File: src/rtl/setup_sequencer.sv
// setup_sequencer: keypad-driven editor for the setup packet (beep on/off, beep time,
// auto-lock time, PIN) with inactivity timeout, abort key and BCD display feed.
package setup_pkg;
    typedef struct packed {
        logic        bip_status;
        logic [6:0]  bip_time;
        logic [6:0]  tranca_aut_time;
        logic [15:0] pin1;
    } setupPac_t;
    typedef logic [3:0][3:0] bcdPac_t;
endpackage

module setup_sequencer
    import setup_pkg::*;
#(
    parameter int CLK_FREQ  = 50_000_000,
    parameter int TIMEOUT_S = 20
) (
    input  logic      clk,
    input  logic      rst,
    input  logic      setup_on,
    input  logic      key_valid,
    input  logic [3:0] key_code,
    input  setupPac_t data_setup_old,
    output setupPac_t data_setup_new,
    output logic      setup_end,
    output bcdPac_t   bcd_out,
    output logic      bcd_enable
);
    localparam int LIM = TIMEOUT_S * CLK_FREQ - 1;
    localparam int TW  = $clog2(LIM + 2);
    localparam setupPac_t RST_PAC = '{bip_status: 1'b1, bip_time: 7'd5,
                                      tranca_aut_time: 7'd5, pin1: 16'h1234};

    typedef enum logic [2:0] {
        S_IDLE, S_LOAD, S_BIP_ON, S_BIP_TIME, S_TRAVA_TIME, S_PIN, S_DONE
    } state_t;

    state_t          state_q, state_d;
    setupPac_t       work_q, work_d, new_q, new_d;
    logic [3:0][3:0] dig_q, dig_d;
    logic [2:0]      cnt_q, cnt_d, mx;
    logic [TW-1:0]   timer_q, timer_d;
    logic            armed_q, armed_d, end_q, bcd_en_q, field_d, ok;
    bcdPac_t         bcd_q, bcd_d;
    logic [6:0]      val;

    always_comb begin
        state_d = state_q;
        work_d  = work_q;
        dig_d   = dig_q;
        cnt_d   = cnt_q;
        timer_d = '0;
        armed_d = armed_q;
        new_d   = new_q;
        bcd_d   = '1;
        val     = 7'(dig_q[1]) * 7'd10 + 7'(dig_q[0]);
        mx      = state_q == S_PIN ? 3'd4 : state_q == S_BIP_ON ? 3'd1 : 3'd2;
        // an empty field always advances keeping the old value
        ok      = state_q == S_BIP_ON || cnt_q == 3'd0 ||
                  (state_q == S_PIN ? cnt_q == 3'd4 : (val >= 7'd5 && val <= 7'd60));
        case (state_q)
            S_IDLE: begin
                armed_d = armed_q | ~setup_on;
                if (setup_on && armed_q) state_d = S_LOAD;
            end
            S_LOAD: begin
                work_d  = data_setup_old;
                dig_d   = '0;
                cnt_d   = '0;
                state_d = S_BIP_ON;
            end
            S_DONE: begin
                armed_d = 1'b0;
                state_d = S_IDLE;
            end
            default: begin
                timer_d = key_valid ? '0 : timer_q + 1'b1;
                if (!setup_on) state_d = S_IDLE;
                else if ((key_valid && key_code == 4'hB) || timer_q == TW'(LIM)) begin
                    new_d   = data_setup_old;
                    state_d = S_DONE;
                end else if (key_valid && key_code == 4'hA) begin
                    if (ok && cnt_q != 3'd0) begin
                        if (state_q == S_BIP_ON) work_d.bip_status = dig_q[0][0];
                        if (state_q == S_BIP_TIME) work_d.bip_time = val;
                        if (state_q == S_TRAVA_TIME) work_d.tranca_aut_time = val;
                        if (state_q == S_PIN) work_d.pin1 = dig_q;
                    end
                    dig_d = '0;
                    cnt_d = '0;
                    if (ok) state_d = state_t'(state_q + 3'd1);
                    if (ok && state_q == S_PIN) new_d = work_d;
                end else if (key_valid && key_code <= 4'd9 &&
                             (state_q != S_BIP_ON || key_code <= 4'd1)) begin
                    dig_d = {dig_q[2:0], key_code};
                    cnt_d = cnt_q == mx ? cnt_q : cnt_q + 3'd1;
                end
            end
        endcase
        if (state_d != state_q) timer_d = '0;
        field_d = state_d inside {[S_BIP_ON:S_PIN]};
        if (field_d) begin
            bcd_d[3] = 4'(state_d) - 4'd1;
            for (int i = 0; i < 3; i++) bcd_d[i] = 3'(i) < cnt_d ? dig_d[i] : 4'hF;
        end
    end

    always_ff @(posedge clk or negedge rst) begin
        if (!rst) begin
            state_q  <= S_IDLE;
            work_q   <= RST_PAC;
            new_q    <= RST_PAC;
            dig_q    <= '0;
            cnt_q    <= '0;
            timer_q  <= '0;
            armed_q  <= 1'b1;
            end_q    <= 1'b0;
            bcd_en_q <= 1'b0;
            bcd_q    <= '1;
        end else begin
            state_q  <= state_d;
            work_q   <= work_d;
            new_q    <= new_d;
            dig_q    <= dig_d;
            cnt_q    <= cnt_d;
            timer_q  <= timer_d;
            armed_q  <= armed_d;
            end_q    <= state_d == S_DONE;
            bcd_en_q <= field_d;
            bcd_q    <= bcd_d;
        end
    end

    assign data_setup_new = new_q;
    assign setup_end      = end_q;
    assign bcd_out        = bcd_q;
    assign bcd_enable     = bcd_en_q;
endmodule

File: config.mk
export PLATFORM = sky130hd
export DESIGN_NAME = setup_sequencer
export DESIGN_NICKNAME = d
export VERILOG_FILES = /design/src/rtl/setup_sequencer.sv
export SDC_FILE = /design/constraint.sdc
export NUM_CORES = 1
export LEC_CHECK = 0
export CAP_MARGIN = 20
export CORE_MARGIN = 4
export CORE_UTILIZATION = 26
export CTS_CLUSTER_DIAMETER = 40
export DETAILED_ROUTE_END_ITERATION = 6
export DONT_BUFFER_PORTS = 1
export GPL_TIMING_DRIVEN = 0
export SYNTH_ARGS = -nofsm -noshare
export SYNTH_HDL_FRONTEND = slang
export SYNTH_SLANG_ARGS = --single-unit
export TNS_END_PERCENT = 1
File: constraint.sdc
create_clock -name clk -period 4.97 [get_ports clk]
set_input_delay 0.497 -clock clk [delete_from_list [all_inputs] [get_ports clk]]
set_output_delay 0.497 -clock clk [all_outputs]
set_load 0.005 [all_outputs]
Yosys cells after proc, flatten, opt, wreduce, memory -nomap -nowiden. Cells that the tools add are included. Widths: inputs -> output; s select.

Word-level logic and storage cells: 123. Flip-flop bits (word level): 133.

Reduce and logical (&&, ||, !) cells: 27. Muxes and demuxes: 40. $add $sub $neg: 5. Equal/unequal tests: 15. Bitwise operators: 4. $mul: 1. Magnitude comparators: 9.

Operators with widths (count): $mux 31 (7); $mux 16 (6); $mux 30 (3); $pmux 31 s2 (1); $mux 3 (11); $pmux 16 s2 (1); $add 30x1->30 const B (1); $eq 30x30->1 const B (1); $eq 3x3->1 const B (5); $mux 7 (2); $mux 4 (3); $reduce_and 4->1 (3); $reduce_bool 2->1 (5); $logic_and 1x1->1 (9); $pmux 3 s3 (1); $eq 4x4->1 const B (2); $add 7x4->7 (1); $ge 7x3->1 const B (1); $le 7x6->1 const B (1); $add 3x1->3 const B (2); $eq 3x2->1 const B (2); $logic_not 3->1 (2); $lt 1x3->1 const A (2); $mul 4x3->6 const B (1); other kinds (21) (28).

Logic depth before layout (Yosys ltp).
Depth in word-level cells: 14. Mapped depth: 15.

Worst setup path after synthesis. No wires, ideal clock.

Kind: register -> register. From: reg dig_q[5] (netlist name). To: reg bcd_q, in the netlist bcd_out[10]. Setup time: 88 ps. Data arrival time: 3667 ps. Period minus slack after synthesis: 3756 ps. Stages on the path, launching flop included: 13. Required time: 4882 ps. Setup slack: 1214 ps. Path through: dfrtp_1 > ha_1 > ha_1 > fa_1 > a21boi_1 > o2bb2ai_1 > and3_1 > mux2i_1 > nand3_1 > a221oi_4 > mux2i_1 > buf_6 > or3b_1.

RTL lines: start: declaration (line 41) `logic [3:0][3:0] dig_q, dig_d;`; start signal: assignment (line 125) `dig_q <= dig_d;`; end signal: assignment (line 120) `bcd_q <= '1;`; end signal: assignment (line 131) `bcd_q <= bcd_d;`; end: declaration (line 45) `bcdPac_t bcd_q, bcd_d;`.

==> summary.txt <==
Clock tree
  – Num CTS Buffers: 17
  – H-Tree Depth: 4
  – CTS root buf: clkbuf_16
  – Clock transition at the registers of the reported paths: 0.06 ns
  – Longest Clk Path Bufs: 2
  – Setup repair bufs after CTS: 0
  – Later-pin clock latency in the skew report: 0.42 ns
  – # clock sinks: 133
  – Cts repair resizes: 0
  – TritonCTS clock tree: yes
  – CTS Hold Buffers Added: 1

Yosys
  – Sequential cell area fraction in the yosys report: 0.4721
  – Leading area contributor after synthesis: dfrtp_1
  – Synth Instances: 736
  – Post-synth cell types: 74
  – Syn. warnings: 0
  – Mapped Nets: 794
  – Post-synth top area share: 0.3361
  – Area contributors post-synth: dfrtp_1 34%, dfstp_2 14%, nor2_1 4.9%
  – Ys flop type: dfrtp_1
  – Ys async rst share: 1.000
  – Synthesized flop and latch total: 133
  – Mapped Area: 0.007148 mm^2
  – EDFF count, synth: 0
  – Avg Cell Area, Syn: 9.712 um^2

Drt
  – TritonRoute pass-1 iters: 7
  – Routed WL per cell: 17.50 um
  – Initial DRC count: 440
  – Vias per cell: 4.944
  – Antenna Nets Post-Route: 0
  – Number of remaining DRC errors: 2
  – Post-Route WL: 19,430 um
  – DR vias: 5,488

Worst setup path
  – Worst setup EP type: flop
  – CP Class: reg2reg
  – CP arrival: 4.96 ns
  – WP data required: 5.31 ns
  – Startpoint Class: flop
  – Slowest stage delay, CP: 0.54 ns
  – Crit path cell chain: ha_1, ha_1, fa_1, nand2b_1, o2bb2ai_1, nor4_2, mux2i_1, nand3_1, a221oi_4, mux2i_1, buf_6, or3b_1
  – Slowest-stage cell, CP: mux2i_1
  – Critical Path Fanout Max: 10

GRT
  – Total GRT Usage: 0.1272
  – Total gr overflow: 0
  – Initial antenna violation count: 0
  – Vias in the first global route: 5,396
  – Global-route wire length before repair: 30,510 um
  – Largest net degree at the start of global routing: 134

Floorplan
  – Initial Util: 0.2645
  – Row count: 60
  – Overall die width: 173.8 um
  – Die Y-Extent: 173.8 um
  – Ports: 88
  – DIE AREA: 0.03021 mm^2
  – Core area: 0.02703 mm^2

Finish
  – Most frequent cells in the layout: 96 x dfrtp_1, 93 x nor2_1, 84 x nand2_1, 57 x o21ai_0, 42 x a21oi_1
  – Share of layout cells above drive strength 1: 0.1495
  – Area occupied by multi-input gates: 0.003542 mm^2
  – Commonest non-fill, non-tap cell in the layout: dfrtp_1
  – Reg area: 0.003374 mm^2
  – Ant. Diodes: 0
  – Fillcell total: 2,823
  – Final-stage net count: 814
  – Area Growth Syn to Fin: 14.97%

Run status
  – Status: finished with violations
  – Failing checks: DRC

STA
  – # setup viols final: 0
  – Fmax: 216.6 MHz
  – Final hold violations: 0
  – Post-route clock period utilization: 0.9290
  – Setup_tns: 0 ns
  – Final Skew: 0.009438 ns
  – Slew Limit Headroom: 0.4307
  – Fin crit period: 4.617 ns
  – Slew Viols, Final: 0
  – Slew at the pin closest to its max-slew limit: 0.8469 ns
  – RSZ-0062 raised after global routing: no

Placed design
  – Dpl hpwl: 14,200 um
  – # port buffers: 0
  – Routability cong.: 0.8242

Pwr
  – Gate power share: 0.335
  – Total power: 4363 uW
  – Power per cell area: 530.9 mW/mm^2
  – Sequential power share: 0.369
  – Sw frac: 0.3642
  – Net Sw Power: 1589 uW
  – Lkg Pwr: 0.003540 uW
  – Clock power frac: 0.296
  – Pint: 2774 uW
  – Maximum VDD drop: 0.2035 mV

Run
  – MaxCap Viol Count: 0

Min path
  – Min-Delay Path Class: in2async
per-stage QoR:
stage / hold WS [ns] / cell area [um^2] / worst slack [ns] / util / std cells
global route: 0.1193 / 8218 / 0.04482 / 0.3041 / 1110
floorplan: 0.2014 / 7148 / 1.214 / - / 736
CTS: 0.09037 / 8218 / 0.3819 / 0.3041 / 1110
detailed placement: 0.2071 / 7575 / 0.3768 / 0.2803 / 1077
finish: 0.02468 / 8218 / 0.3528 / 0.3041 / 1110
global placement: 0.2085 / 7575 / 0.4093 / 0.2803 / 1077
flip-flops by register name (all words and copies together) (netlist names):
register        count
dig_q              16
work_q             31
bcd_enable          1
armed_q             1
data_setup_new     31
state_q             3
bcd_out            16
timer_q            30
setup_end           1
cnt_q               3
synth_stat cells, types with 5 or more instances:
library cell  count
inv_1            14
dfstp_2          37
nand2_1          84
clkbuf_1         24
xor2_1           15
buf_2             5
or3b_1           11
xnor2_1          18
a211oi_1         13
a22o_1           15
mux2i_1          33
nand3_1          18
mux2_2           18
ha_1             17
o211ai_1          5
a21oi_1          42
nand4_1          11
o21ai_0          57
nor2_1           93
nor2b_1           5
a21o_1           11
nor3_1           12
dfrtp_1          96
power groups by stage:
stage / clock network (uW) / registers (uW) / logic (uW)
final: 1290 / 1610 / 1460
after global routing: 1360 / 1640 / 1660
after CTS: 1320 / 1620 / 1470
after detailed placement: 0 / 1640 / 1440
after global placement: 0 / 1630 / 1420
after floorplan: 0 / 1540 / 1110
layer usage:
| metal | vias up | part of all wire | global-route usage |
|---|---|---|---|
| met1 | 2669 | 0.43 | 0.1613 |
| li1 | 2644 | - | - |
| met3 | 25 | 0.075 | 0.05060 |
| met4 | 0 | 0.017 | 0.03299 |
| met5 | - | 0 | 0 |
| met2 | 150 | 0.48 | 0.2032 |
cell type report:
type	instances	area share
buffer	38	0.02132
clock buffer	23	0.06060
clock inverter	9	0.01431
inverter	15	0.006851
multi-input combinational	550	0.4310
sequential	133	0.4106
tap	341	0.05192
timing repair buffer	1	0.003350
worst max-delay path: cells and delay by family, from the launching register on:
family          cells  cell delay, ns
buf+inv             1            0.22
flops               1            0.48
simple gates        4            0.99
fa+ha+maj           3            1.04
mux                 2            0.96
compound gates      2            0.85
final timing paths:
kind	start	endpoint	slack [ns]	depth (start not counted)
max	dig_q[5]	bcd_out[9]	0.35	12
min	rst	bcd_enable	0.02	1
max reg2reg	dig_q[5]	bcd_out[9]	0.35	12
min reg2reg	work_q[20]	work_q[20]	0.48	1
max in group asynchronous	rst	timer_q[24]	4.40	1
min in group clk	key_code[1]	dig_q[1]	0.24	1
cells by family (layout without fill, tap and decap cells):
| group | after synthesis | after routing | share of synthesized area |
|---|---|---|---|
| flops | 133 | 133 | 0.4721 |
| simple gates | 273 | 273 | 0.1890 |
| fa+ha+maj | 20 | 20 | 0.03676 |
| xor+xnor | 33 | 33 | 0.04043 |
| mux | 52 | 52 | 0.07667 |
| buf+inv | 53 | 86 | 0.03238 |
| compound gates | 172 | 172 | 0.1526 |
No activity file was read; power rests on OpenSTA's default activity.
